File: config.mk
export PLATFORM = sky130hd
export DESIGN_NAME = ripple_sync_sampler
export DESIGN_NICKNAME = d
export VERILOG_FILES = /design/src/rtl/ripple_pkg.sv /design/src/rtl/ripple_stab_filter.sv /design/src/rtl/ripple_sync_sampler.sv
export SDC_FILE = /design/constraint.sdc
export NUM_CORES = 1
export LEC_CHECK = 0
export CAP_MARGIN = 20
export CORE_ASPECT_RATIO = 0.8
export CORE_MARGIN = 4
export CORE_UTILIZATION = 59
export CTS_BUF_LIST = sky130_fd_sc_hd__clkbuf_16
export CTS_CLUSTER_SIZE = 25
export DETAILED_ROUTE_END_ITERATION = 7
export PLACE_DENSITY_LB_ADDON = 0.3
export SLEW_MARGIN = 20
export SYNTH_ARGS = -nofsm -noshare
export SYNTH_HDL_FRONTEND = slang
export SYNTH_SLANG_ARGS = --single-unit
File: constraint.sdc
create_clock -name clk -period 6.8 [get_ports clk]
set_input_delay 1.02 -clock clk [delete_from_list [all_inputs] [get_ports clk]]
set_output_delay 1.02 -clock clk [all_outputs]
set_load 0.005 [all_outputs]
File: src/rtl/ripple_pkg.sv
// Shared definitions for the ripple counter sampler: default widths, FSM states
// and modular subtraction.
package ripple_pkg;

    localparam int unsigned CNT_W_DEF = 4;
    localparam int unsigned EXT_W_DEF = 16;

    typedef enum logic {
        ST_INIT,
        ST_TRACK
    } state_t;

    // (a - b) mod 2^w; callers truncate the result to w bits.
    function automatic logic [31:0] mod_sub(input logic [31:0] a,
                                            input logic [31:0] b,
                                            input int unsigned w);
        logic [31:0] mask;
        mask = (w >= 32) ? '1 : ((32'd1 << w) - 32'd1);
        return (a - b) & mask;
    endfunction

endpackage

File: src/rtl/ripple_stab_filter.sv
// Synchronises the raw ripple counter bits into clk and pulses accept once the
// synced value has stayed unchanged for STABLE_CYCLES consecutive samples.
module ripple_stab_filter #(
    parameter int unsigned CNT_W         = 4,
    parameter int unsigned SYNC_STAGES   = 2,
    parameter int unsigned STABLE_CYCLES = 2
) (
    input  logic             clk,
    input  logic             reset,
    input  logic [CNT_W-1:0] cnt_in,
    output logic [CNT_W-1:0] s,
    output logic             accept
);

    localparam int unsigned SW = (STABLE_CYCLES > 1) ? $clog2(STABLE_CYCLES) : 1;

    logic [CNT_W-1:0]       sync_q [SYNC_STAGES];
    logic [SYNC_STAGES-1:0] vld_q;
    logic [CNT_W-1:0]       prev_q;
    logic                   prev_vld;
    logic [SW-1:0]          stab;
    logic                   same;

    assign s = sync_q[SYNC_STAGES-1];

    // Valid bits track the post-reset fill so the cleared flops are never
    // taken as a real sample (which would otherwise become a bogus baseline).
    always_comb begin
        same   = vld_q[SYNC_STAGES-1] && prev_vld && (s == prev_q);
        accept = same && (stab == SW'(STABLE_CYCLES - 1));
    end

    always_ff @(posedge clk or posedge reset) begin
        if (reset) begin
            for (int unsigned i = 0; i < SYNC_STAGES; i++) sync_q[i] <= '0;
            vld_q    <= '0;
            prev_q   <= '0;
            prev_vld <= 1'b0;
            stab     <= '0;
        end else begin
            sync_q[0] <= cnt_in;
            for (int unsigned i = 1; i < SYNC_STAGES; i++) sync_q[i] <= sync_q[i-1];
            vld_q    <= {vld_q[SYNC_STAGES-2:0], 1'b1};
            prev_q   <= s;
            prev_vld <= vld_q[SYNC_STAGES-1];
            if (!same || accept) stab <= '0;
            else                 stab <= stab + SW'(1);
        end
    end

endmodule

File: src/rtl/ripple_sync_sampler.sv
// Samples an asynchronous ripple counter, converts settled values into wrap-aware
// deltas and hands them out over valid/ready. Optional macro RIPPLE_SYNC_OVF_CLR_EN
// adds an ovf_clr input to clear the sticky overflow flag.
module ripple_sync_sampler
    import ripple_pkg::*;
#(
    parameter int unsigned CNT_W         = CNT_W_DEF,
    parameter int unsigned EXT_W         = EXT_W_DEF,
    parameter int unsigned SYNC_STAGES   = 2,
    parameter int unsigned STABLE_CYCLES = 2
) (
    input  logic             clk,
    input  logic             reset,
    input  logic [CNT_W-1:0] cnt_in,
    input  logic             out_ready,
`ifdef RIPPLE_SYNC_OVF_CLR_EN
    input  logic             ovf_clr,
`endif
    output logic             out_valid,
    output logic [CNT_W-1:0] out_delta,
    output logic [EXT_W-1:0] cnt_ext,
    output logic             overflow
);

    logic [CNT_W-1:0] s;
    logic             accept;

    ripple_stab_filter #(
        .CNT_W        (CNT_W),
        .SYNC_STAGES  (SYNC_STAGES),
        .STABLE_CYCLES(STABLE_CYCLES)
    ) u_filter (
        .clk   (clk),
        .reset (reset),
        .cnt_in(cnt_in),
        .s     (s),
        .accept(accept)
    );

    state_t           state, state_n;
    logic [CNT_W-1:0] baseline, baseline_n, pending, pending_n;
    logic [CNT_W-1:0] d, pend_sum, out_delta_n;
    logic [CNT_W:0]   sum;
    logic             sat, out_valid_n, overflow_n;
    logic [EXT_W-1:0] cnt_ext_n;

    always_comb begin
        state_n     = state;
        baseline_n  = baseline;
        cnt_ext_n   = cnt_ext;
        pend_sum    = pending;
        pending_n   = pending;
        sat         = 1'b0;
        out_valid_n = out_valid;
        out_delta_n = out_delta;
        overflow_n  = overflow;
        d           = CNT_W'(mod_sub(32'(s), 32'(baseline), CNT_W));
        sum         = {1'b0, pending} + {1'b0, d};

        if (accept) begin
            case (state)
                ST_INIT: begin
                    baseline_n = s;
                    state_n    = ST_TRACK;
                end
                ST_TRACK: begin
                    if (d != '0) begin
                        baseline_n = s;
                        cnt_ext_n  = cnt_ext + EXT_W'(d);
                        if (sum[CNT_W]) begin
                            pend_sum = '1;
                            sat      = 1'b1;
                        end else begin
                            pend_sum = sum[CNT_W-1:0];
                        end
                    end
                end
            endcase
        end

        // The accept's delta is folded into pending before any transfer.
        if (!out_valid || out_ready) begin
            pending_n   = '0;
            out_valid_n = (pend_sum != '0);
            if (pend_sum != '0) out_delta_n = pend_sum;
        end else begin
            pending_n = pend_sum;
        end

`ifdef RIPPLE_SYNC_OVF_CLR_EN
        if (ovf_clr) overflow_n = 1'b0;
`endif
        if (sat) overflow_n = 1'b1;
    end

    always_ff @(posedge clk or posedge reset) begin
        if (reset) begin
            state     <= ST_INIT;
            baseline  <= '0;
            pending   <= '0;
            out_valid <= 1'b0;
            out_delta <= '0;
            cnt_ext   <= '0;
            overflow  <= 1'b0;
        end else begin
            state     <= state_n;
            baseline  <= baseline_n;
            pending   <= pending_n;
            out_valid <= out_valid_n;
            out_delta <= out_delta_n;
            cnt_ext   <= cnt_ext_n;
            overflow  <= overflow_n;
        end
    end

endmodule

# After elaboration in Yosys (flattened, before gate mapping)
# Index checks and enable logic that the tools add are counted.
[classes]
reduce_logical = 12
n_addsub = 4
muxes = 12
bitwise_logic = 1
n_eq_ne = 2
[ops]
columns = ["cell", "count"]
rows = [
  ["4-bit two-way mux", 6],
  ["16-bit by 4-bit adder with 16-bit output", 1],
  ["4-bit one-hot mux with 2 select lines", 1],
  ["4-bit nonzero test", 2],
  ["4-bit by 4-bit adder with 5-bit output", 1],
  ["1-bit two-way mux", 5],
  ["4-bit equality test", 1],
  ["2-bit AND reduction", 2],
  ["4-bit subtractor", 1],
  ["1-bit logical AND", 3],
  ["3-bit AND reduction", 1],
  ["1-bit logical NOT", 2],
  ["1-bit logical OR", 2],
  ["2-bit by 1-bit inequality test with 1-bit output, second input constant", 1],
  ["1-bit adder, second input constant", 1],
  ["1-bit NOT", 1],
]
[totals]
regBits = 47
input_bits = 7

# Depth between registers and ports, before layout
# Gate-level depths: netlist (run 1).
[depth]
word_depth = 8
ltp_mapped = 12

# By module
# Synthesis (run 1) repeated with hierarchy kept, for this count alone.
[hier_totals]
hier_cells = 193
hier_area_um2 = 2273.4
[by_module_without_submodules]
columns = ["mod", "area_per_inst_um2", "cells_each", "instances"]
rows = [
  ["ripple_sync_sampler", 1771.7, 162, 1],
  ["ripple_stab_filter", 501.7, 31, 1],
]

# Worst setup path before layout (run 1)
# Ideal clock, no wire load.
[synth_path]
path_kind = "reg-to-reg"
start = "reg u_filter.sync_q (netlist bit u_filter.s[0])"
end = "reg out_valid"
setup_slack_ns = 3.899
arrival_time_ns = 2.776
stages_incl_launch_ff = 12
period_less_slack_ns = 2.901
path_buffers = 0
path_cell_list = "dfrtp_1 -> inv_1 -> ha_1 -> inv_1 -> fa_1 -> fa_1 -> a21o_1 -> a21oi_1 -> nand2b_1 -> nor4_2 -> a21oi_1 -> or2_1"
[synth_between]
elab_chain_cells = 7
word_cells_on_any_way = 11
cone_classes = "add/sub: 2; eq/ne: 1; mux: 4; reduce/logical: 4"
[synth_rtl]
columns = ["element", "line", "text"]
rows = [
  ["start: declaration", "ripple_stab_filter.sv:17", "logic [CNT_W-1:0] sync_q [SYNC_STAGES];"],
  ["4-bit subtractor", "ripple_pkg.sv:19", "return (a - b) & mask;"],
  ["4-bit by 4-bit adder with 5-bit output", "ripple_sync_sampler.sv:58", "sum = {1'b0, pending} + {1'b0, d};"],
  ["4-bit two-way mux", "ripple_sync_sampler.sv:70", "if (sum[CNT_W]) begin"],
  ["4-bit two-way mux", "ripple_sync_sampler.sv:67", "if (d != '0) begin"],
  ["4-bit two-way mux", "ripple_sync_sampler.sv:61", "case (state)"],
  ["4-bit two-way mux (*)", "ripple_sync_sampler.sv:60", "if (accept) begin"],
  ["4-bit nonzero test (*)", "ripple_sync_sampler.sv:84", "out_valid_n = (pend_sum != '0);"],
  ["end signal: assignment", "ripple_sync_sampler.sv:109", "out_valid <= out_valid_n;"],
  ["end: declaration", "ripple_sync_sampler.sv:19", "output logic out_valid,"],
]
# Mark *: on every way between the ends. The rest lies on a longest branch, timed or not.
# A chain may end at the register's enable or synchronous reset.

# Worst setup path after layout (run 1)
# Same ends and word-level chain as after synthesis.

==> results of run 1 <==
per-stage QoR:
step / hold slack [ps] / cells
after floorplan: 331 / 179
after global placement: 333 / 248
after detailed placement: 337 / 248
after CTS: 352 / 256
after global routing: 352 / 256
final: 350 / 256
cell type report:
class / count / area share (%)
clock inverters: 3 / 0.603
inverters: 13 / 1.81
clock buffers: 5 / 4.64
repair buffers: 28 / 10.4
multi-input cells: 118 / 37.0
well taps: 42 / 1.95
flip-flops and latches: 47 / 43.6
sequential cells by signal, summed over array words and instances, names as in the netlist, 2 cells and up:
signal and flops:
u_filter.sync_q 4, u_filter.s 4, u_filter.prev_q 4, out_delta 4, cnt_ext 16, pending 4, baseline 4, u_filter.vld_q 2
placed cells by master, fill, tap and decap left out, drive strengths merged, types with 2 or more instances in the layout:
cell type      instances
a21o                   6
a21oi                  7
and3                   4
clkbuf                 5
clkdlybuf4s50         28
clkinv                 2
dfrtp                 47
fa                     3
ha                    11
inv                   14
mux2                   6
mux2i                  4
nand2                 11
nand2b                 4
nand3                  4
nand4                  6
nor2                  10
nor3                   3
nor4                   2
o21a                   2
o22ai                  4
xnor2                 14
xor2                   8
routing by layer:
metal	up-vias	wire length [um]
met5	-	0
met4	0	121
met3	17	189
met2	38	2100
met1	724	1830
li1	679	-
where the power goes:
| group | internal [mW] | switching (mW) |
|---|---|---|
| logic | 0.0110 | 0.0181 |
| clock network | 0.134 | 0.0991 |
| registers | 0.285 | 0.00357 |
cell usage after synthesis, types with 2 or more instances:
library cell	number	area share, %
and3_2	2	0.67
a21o_2	2	0.78
inv_1	13	2.2
xnor2_1	14	5.5
nor2_1	9	1.5
ha_1	11	6.1
xor2_1	8	3.1
nand4_1	5	1.4
nor3_4	2	1.5
and3_1	2	0.56
nand3_1	4	0.89
mux2i_1	4	1.8
mux2_4	3	2.0
a21o_1	4	1.3
a21oi_1	7	1.6
dfrtp_1	47	53
nand2b_1	4	1.1
fa_1	3	2.7
o22ai_1	4	1.1
mux2_2	3	1.5
nand2_1	11	1.8
cells by family after synthesis:
kind of cell	after synthesis	synth area share [%]
buffers and inverters	14	2.85
AO/OA/AOI/OAI	23	8.05
flip-flops	47	52.5
other	1	0.168
adder cells (fa/ha/maj)	14	8.83
XOR/XNOR	22	8.61
AND/OR/NAND/NOR	48	13.6
multiplexers	10	5.31
path summary, 6_finish.rpt:
path / startpoint / end / cells after the start
min in group asynchronous: reset / cnt_ext[4] / 2
max: u_filter.s[0] / out_valid / 11
min reg2reg: u_filter.sync_q[7] / u_filter.s[3] / 0
max in group asynchronous: reset / state / 2
max reg2reg: u_filter.s[0] / out_valid / 11
min: u_filter.sync_q[7] / u_filter.s[3] / 0
==> impl_metrics.py, run 1 <==
metrics = {
    "critical_path": {
        "critical_path_required_ps": 6970,
        "cp_slowest_stage_delay_ps": 570,
        "cp.arrival_ps": 3370,
        "critPathTopFamily": "adder cells",
        "crit_fanout": 5,
        "end_kind": "flip-flop",
        "crit_chain": "inv_1 -> ha_1 -> inv_1 -> fa_1 -> fa_1 -> a21o_1 -> a21oi_1 -> nand2b_1 -> nor4_2 -> a21oi_1 -> or2_1",
        "path_buf_inv": 2,
        "reg2reg_slack_ps": 3600,
        "path_class": "reg2reg",
        "critPathLaunchType": "flip-flop",
        "slowest_stage": "fa_1",
    },
    "place": {
        "hpwlAfterDp_um": 3050,
        "gp_congestion": 0.853,
        "placed_area_mm2": 0.00256,
        "post-place-ws_ps": 3640,
        "io_buffers": 28,
    },
    "global_routing": {
        "grt_pass1_wl_um": 7460,
        "grt_use_met2_pct": 31.8,
        "grt_usage_pct": 19.8,
        "grt-busiest-layer": "met2",
        "antenna_found_initial": 0,
        "grt_max_degree": 48,
        "grt_pass1_vias": 1620,
        "overflow": 0,
        "use_met3_pct": 5.70,
        "grtUsageMet1_pct": 24.4,
    },
    "layout": {
        "drive_gt1_share_pct": 11.7,
        "nFillCells": 219,
        "nets": 234,
        "fin_util_pct": 76.2,
        "n_antenna_cell": 0,
        "multi_input_comb_area_um2": 998,
        "synthToLayoutAreaGrowth_pct": 20.5,
        "ff_latch_area_mm2": 0.00118,
        "design_area_mm2": 0.00270,
    },
    "sta": {
        "fin_crit_sh_pct": 47.1,
        "fmax_mhz": 312,
        "setup_viol": 0,
        "tns_ps": 0,
        "drv_slew": 0,
        "tightest_slew_ps": 919,
        "fin_crit_ps": 3200,
        "slew_headroom_pct": 38.7,
        "hold_viol_final": 0,
        "worst_slack_ps": 3600,
        "rsz0062_at_grt": "false",
        "fin_skew_ps": 3.55,
    },
    "logic_synthesis": {
        "ys_seq_area_share_pct": 52.5,
        "synth-edff-count": 0,
        "ys.flop_type": "dfrtp_1",
        "synthesis.area_mm2": 0.00224,
        "synth_area_per_cell_um2": 12.5,
        "synth.net_count": 200,
        "syn-instance-count": 179,
        "synth_seq_cells": 47,
        "yosys.cell_types.count": 38,
        "async_flop_share_pct": 100,
        "yosysWarnings": 0,
    },
    "power": {
        "finalPower_mw": 0.551,
        "pwr_density_cell_mw_per_mm2": 204,
        "ir_drop_v": 0.000170,
        "p_leak_nw": 1.27,
    },
    "clock_tree": {
        "cts_setup_buffers": 0,
        "cts_buffers": 5,
        "cts.clk_slew.worst_paths_ps": 60,
        "cts_tree": "built",
        "cts.repair.resized": 0,
        "clock_sinks": 47,
        "clk_latency_ps": 280,
        "clk_path_buf_depth": 2,
        "htree_levels": 2,
        "clockRootBuffer": "clkbuf_16",
        "cts_hold_buffers": 0,
    },
    "floorplanning": {
        "start_util_pct": 63.2,
        "fp.dieW_um": 76.9,
        "rows": 19,
        "dieArea_mm2": 0.00485,
        "fp.dieH_um": 63.1,
        "coreArea_mm2": 0.00354,
        "ioPinCount": 29,
    },
    "drt": {
        "vias": 1458,
        "vias_per_cell": 5.70,
        "first_pass_iters": 4,
        "post_drt_wl_per_cell_um": 16.6,
        "routed_wl_um": 4240,
        "first_iter_violations": 70,
        "drc": 0,
        "ant_nets": 0,
    },
    "status": {
        "status": "complete, no violations",
    },
    "run": {
        "cap_violations": 0,
    },
    "worst_hold_path": {
        "hold_class": "reg2reg",
    },
}
No activity file was read; power rests on OpenSTA's default activity.
==> inputs of run 2 (changes only) <==
Settings changed: CORE_UTILIZATION 59 to 49.
Clock period 6.8 ns to 2.8 ns, I/O delays scaled along.
==> run 2 against run 1 <==
Compared with the run above: sequential share of layout area decreased by 2.4 points; flip-flop and latch count did not move; clock power is 140% higher; routed wire length grew 2.7%; worst hold slack got worse by 2.3 ps; sequential power grew 140%; register-to-register slack worse by 3500 ps; final cell count rose by 9.4%; critical path type unchanged.
==> impl_metrics.py, run 2 (synthesis results as in run 1) <==
metrics = {
    "status": {
        "status": "complete, no violations",
    },
    "drt": {
        "post_drt_wl_per_cell_um": 15.5,
        "first_iter_violations": 51,
        "first_pass_iters": 4,
        "vias_per_cell": 5.19,
        "drc": 0,
        "vias": 1452,
        "ant_nets": 0,
        "routed_wl_um": 4350,
    },
    "place": {
        "placed_area_mm2": 0.00263,
        "hpwlAfterDp_um": 3070,
        "io_buffers": 28,
        "dpl.cell_count": 268,
        "post-place-ws_ps": -1.95,
        "gp_congestion": 0.775,
    },
    "floorplanning": {
        "fp.dieW_um": 83.6,
        "fp.dieH_um": 68.5,
        "coreArea_mm2": 0.00428,
        "start_util_pct": 52.3,
        "dieArea_mm2": 0.00572,
        "rows": 21,
        "ioPinCount": 29,
    },
    "clock_tree": {
        "clockRootBuffer": "clkbuf_16",
        "clock_sinks": 47,
        "clk_path_buf_depth": 2,
        "htree_levels": 2,
        "cts.clk_slew.worst_paths_ps": 60,
        "cts_buffers": 5,
        "cts_hold_buffers": 0,
        "cts_tree": "built",
        "clk_latency_ps": 290,
    },
    "power": {
        "swShare_pct": 22.2,
        "power_frac_clock_pct": 41.7,
        "finalPower_mw": 1.35,
        "p_leak_nw": 1.32,
        "power_frac_seq_pct": 51.9,
        "pwr_density_cell_mw_per_mm2": 473,
        "p_int_mw": 1.05,
        "combinationalPowerShare_pct": 6.4,
        "power.switching_mw": 0.300,
        "ir_drop_v": 0.000400,
    },
    "layout": {
        "mostFrequentLayoutCells": "47 x dfrtp_1, 28 x clkdlybuf4s50_1, 13 x xnor2_1",
        "top_register": "cnt_ext",
        "fin_util_pct": 66.6,
        "nFillCells": 318,
        "final_cells": 280,
        "design_area_mm2": 0.00285,
        "synthToLayoutAreaGrowth_pct": 27.5,
        "nets": 243,
        "largest_register_ff_count": 16,
        "layout_commonest_cell": "dfrtp_1",
        "n_antenna_cell": 0,
        "drive_gt1_share_pct": 20.6,
    },
    "sta": {
        "setup_viol": 0,
        "rsz0062_at_grt": "true",
        "tns_ps": 0,
        "fin_crit_ps": 2690,
        "hold_viol_final": 0,
        "fin_skew_ps": 5.38,
        "fmax_mhz": 372,
        "drv_slew": 0,
        "fin_crit_sh_pct": 96.0,
        "worst_slack_ps": 111,
        "holdWs_ps": 347,
    },
    "global_routing": {
        "grt_max_degree": 25,
        "grt_pass1_vias": 1530,
        "grt_usage_pct": 16.5,
        "overflow": 0,
        "antenna_found_initial": 0,
        "grt_pass1_wl_um": 7290,
    },
    "critical_path": {
        "crit_start": "u_filter.s[0]",
        "crit_chain": "inv_2 -> ha_2 -> inv_2 -> fa_2 -> ha_1 -> a21o_1 -> a21oi_2 -> xnor2_2 -> nor4_4 -> a21oi_2 -> or2_1",
        "end_kind": "flip-flop",
        "crit_fanout": 3,
        "slowest_stage": "fa_2",
        "critPathLaunchType": "flip-flop",
        "cp.arrival_ps": 2870,
        "path_class": "reg2reg",
        "crit_end": "out_valid",
        "r2r-start": "u_filter.s[0]",
        "critical_path_required_ps": 2980,
        "r2r_cells": 11,
        "cp_slowest_stage_delay_ps": 580,
        "reg2reg_to": "out_valid",
        "reg2reg_slack_ps": 110,
    },
    "run": {
        "cap_violations": 0,
    },
    "worst_hold_path": {
        "hold_class": "in2async",
    },
}
-- run 2: cell types whose count changed in the layout (fill, tap and decap cells not counted), sizes merged --
cell | previous run | this run
inv | 14 | 13
buf | 0 | 9
clkinv | 2 | 3
-- run 2: final cells by class --
cell class / count / area [um^2] / share of cell area [%]
Sequential cell: 47 / 1180 / 41.2
Multi-Input combinational cell: 118 / 1070 / 37.6
Timing Repair Buffer: 37 / 348 / 12.2
Clock buffer: 5 / 125 / 4.38
Tap cell: 57 / 71.3 / 2.50
Inverter: 13 / 48.8 / 1.71
Clock inverter: 3 / 11.3 / 0.395
-- run 2: how the worst min path moves through the flow --
stage	from	to	depth (start not counted)
floorplan	u_filter.sync_q[4]	u_filter.s[0]	0
global placement	u_filter.sync_q[6]	u_filter.s[2]	0
detailed placement	u_filter.sync_q[6]	u_filter.s[2]	0
CTS	reset	u_filter.sync_q[4]	2
global route	u_filter.sync_q[6]	u_filter.s[2]	0
finish	reset	u_filter.sync_q[4]	2
-- run 2: critical path, delay by kind of cell, from the launching register on --
kind | cells | cell delay [ps]
and+or+nand+nor | 2 | 570
xor gates and xnor gates | 1 | 100
DFF | 1 | 390
adders and majority gates | 3 | 1000
AOI/OAI and AO/OA | 3 | 420
buffers and inverters | 2 | 100
-- run 2: layer usage --
metal  vias to the layer above  routed length (um)  track usage [%]
li1                        696                   -                -
met1                       713                1890             19.4
met2                        33                2150             28.7
met3                        10                 218             4.69
met4                         0                  87             7.43
met5                         -                   0                0
-- run 2: repair_timing --
action	CTS	global route
setup buffers	3	1
endpoints found under the setup margin	1	11
cloned	0	0
endpoints found under the hold margin	0	0
resized for setup	2	11
pin swaps	2	9
-- run 2: power by group through the flow --
stage / combinational [mW] / sequential (mW) / clock [mW]
floorplan: 0.0527 / 0.710 / 0
global placement: 0.0733 / 0.712 / 0
detailed placement: 0.0772 / 0.713 / 0
CTS: 0.0812 / 0.700 / 0.568
global route: 0.0957 / 0.701 / 0.599
finish: 0.0857 / 0.700 / 0.563
==> inputs of run 3 (changes only) <==
Settings changed: CAP_MARGIN 20 to not set, CORE_UTILIZATION 49 to 59.
Clock period 2.8 ns to 3.4 ns, I/O delays scaled along.
==> run 3 against run 2 <==
Compared with the run above: clock power fell by 13%; flip-flop and latch count did not move; design area fell by 4.9%; worst hold slack improved by 3.8 ps; critical endpoint unchanged; largest cell class unchanged.
==> impl_metrics.py, run 3 (synthesis results as in run 1) <==
metrics = {
    "critical_path": {
        "r2r-start": "u_filter.s[0]",
        "end_kind": "flip-flop",
        "r2r_cells": 11,
        "reg2reg_slack_ps": 330,
        "path_class": "reg2reg",
        "slowest_stage": "fa_1",
        "crit_fanout": 5,
        "critical_path_required_ps": 3580,
        "path_buf_inv": 2,
        "cp_slowest_stage_delay_ps": 570,
        "critPathTopFamily": "adder cells",
        "reg2reg_to": "out_valid",
        "crit_chain": "inv_1 -> ha_1 -> inv_1 -> fa_1 -> fa_1 -> a21o_1 -> a21oi_1 -> nand2b_1 -> nor4_2 -> a21oi_1 -> or2_1",
        "cp.arrival_ps": 3240,
        "critPathLaunchType": "flip-flop",
    },
    "worst_hold_path": {
        "hold_path_depth": 0,
        "hold_start": "u_filter.sync_q[7]",
        "min_to": "u_filter.s[3]",
        "hold_class": "reg2reg",
    },
    "global_routing": {
        "grt_usage_pct": 19.7,
        "overflow": 0,
        "grt_max_degree": 48,
        "antenna_found_initial": 0,
        "grtUsageMet1_pct": 23.1,
        "grt_pass1_wl_um": 7330,
        "grt_use_met2_pct": 32.5,
        "grt-busiest-layer": "met2",
        "grt_pass1_vias": 1602,
        "use_met3_pct": 6.13,
    },
    "clock_tree": {
        "cts_buffers": 5,
        "clk_latency_ps": 290,
        "clk_path_buf_depth": 2,
        "cts_setup_buffers": 0,
        "clock_sinks": 47,
        "cts.repair.resized": 0,
        "clockRootBuffer": "clkbuf_16",
        "htree_levels": 2,
        "cts_hold_buffers": 0,
        "cts_tree": "built",
        "cts.clk_slew.worst_paths_ps": 70,
    },
    "sta": {
        "drv_slew": 0,
        "tightest_slew_ps": 927,
        "worst_slack_ps": 334,
        "tns_ps": 0,
        "slew_headroom_pct": 38.1,
        "setup_viol": 0,
        "rsz0062_at_grt": "false",
        "holdWs_ps": 351,
        "fin_skew_ps": 4.42,
        "fin_crit_ps": 3070,
        "hold_viol_final": 0,
        "fin_crit_sh_pct": 90.2,
        "fmax_mhz": 326,
    },
    "layout": {
        "mostFrequentLayoutCells": "47 x dfrtp_1, 28 x clkdlybuf4s50_1, 14 x xnor2_1",
        "n_antenna_cell": 0,
        "top_register": "cnt_ext",
        "nFillCells": 226,
        "synthToLayoutAreaGrowth_pct": 21.2,
        "largest_register_ff_count": 16,
        "fin_util_pct": 76.6,
        "nets": 235,
        "layout_commonest_cell": "dfrtp_1",
        "drive_gt1_share_pct": 13.0,
    },
    "place": {
        "post-place-ws_ps": 383,
        "gp_congestion": 0.842,
        "hpwlAfterDp_um": 3160,
        "io_buffers": 28,
    },
    "drt": {
        "first_iter_violations": 65,
        "vias_per_cell": 5.66,
        "routed_wl_um": 4310,
        "drc": 0,
        "ant_nets": 0,
        "post_drt_wl_per_cell_um": 16.8,
        "vias": 1455,
        "first_pass_iters": 4,
    },
    "power": {
        "ir_drop_v": 0.000415,
        "p_leak_nw": 1.28,
        "pwr_density_cell_mw_per_mm2": 415,
    },
    "floorplanning": {
        "coreArea_mm2": 0.00354,
        "fp.dieH_um": 63.1,
        "rows": 19,
        "dieArea_mm2": 0.00485,
        "fp.dieW_um": 76.9,
        "ioPinCount": 29,
        "start_util_pct": 63.2,
    },
    "status": {
        "status": "complete, no violations",
    },
    "run": {
        "cap_violations": 0,
    },
}
[run 3: cell count changes in the layout (fill, tap and decap cells not counted), sizes merged]
cell      delta
clkinv       -1
clkinvlp     +1
buf          -8
[run 3: layer usage]
metal  vias up  share of wire (%)
met5         -                  0
met3        12                4.3
met4         0                3.2
met1       719                 42
li1        687                  -
met2        37                 51
[run 3: area by class of cell]
type	count	area (um^2)	area share, %
Clock buffer	5	125	4.61
Clock inverter	3	25.0	0.922
Inverter	13	48.8	1.80
Multi-Input combinational cell	118	998	36.8
Sequential cell	47	1180	43.3
Tap cell	42	52.6	1.94
Timing Repair Buffer	29	288	10.6
[run 3: how the worst max path moves through the flow]
stage               cells past startpoint  slack, ps           end          start
floorplan                              11        500     out_valid  u_filter.s[0]
global placement                       11        550     out_valid  u_filter.s[0]
detailed placement                     11        380     out_valid  u_filter.s[0]
CTS                                    11        310     out_valid  u_filter.s[0]
global route                           11        120  out_delta[2]  u_filter.s[0]
finish                                 11        330     out_valid  u_filter.s[0]
[run 3: where the power goes]
part | switching [mW] | total, mW | internal, mW
Clock | 0.215 | 0.490 | 0.275
Sequential | 0.00717 | 0.576 | 0.569
Combinational | 0.0375 | 0.0597 | 0.0222
Total | 0.260 | 1.13 | 0.866
[run 3: per-stage QoR]
step           cells  power, mW  area [um^2]
6_report         257       1.13         2710
2_1_floorplan    179      0.627         2240
3_5_place_dp     249      0.647         2560
5_1_grt          257       1.16         2710
3_3_place_gp     249      0.642         2560
4_1_cts          257       1.13         2710
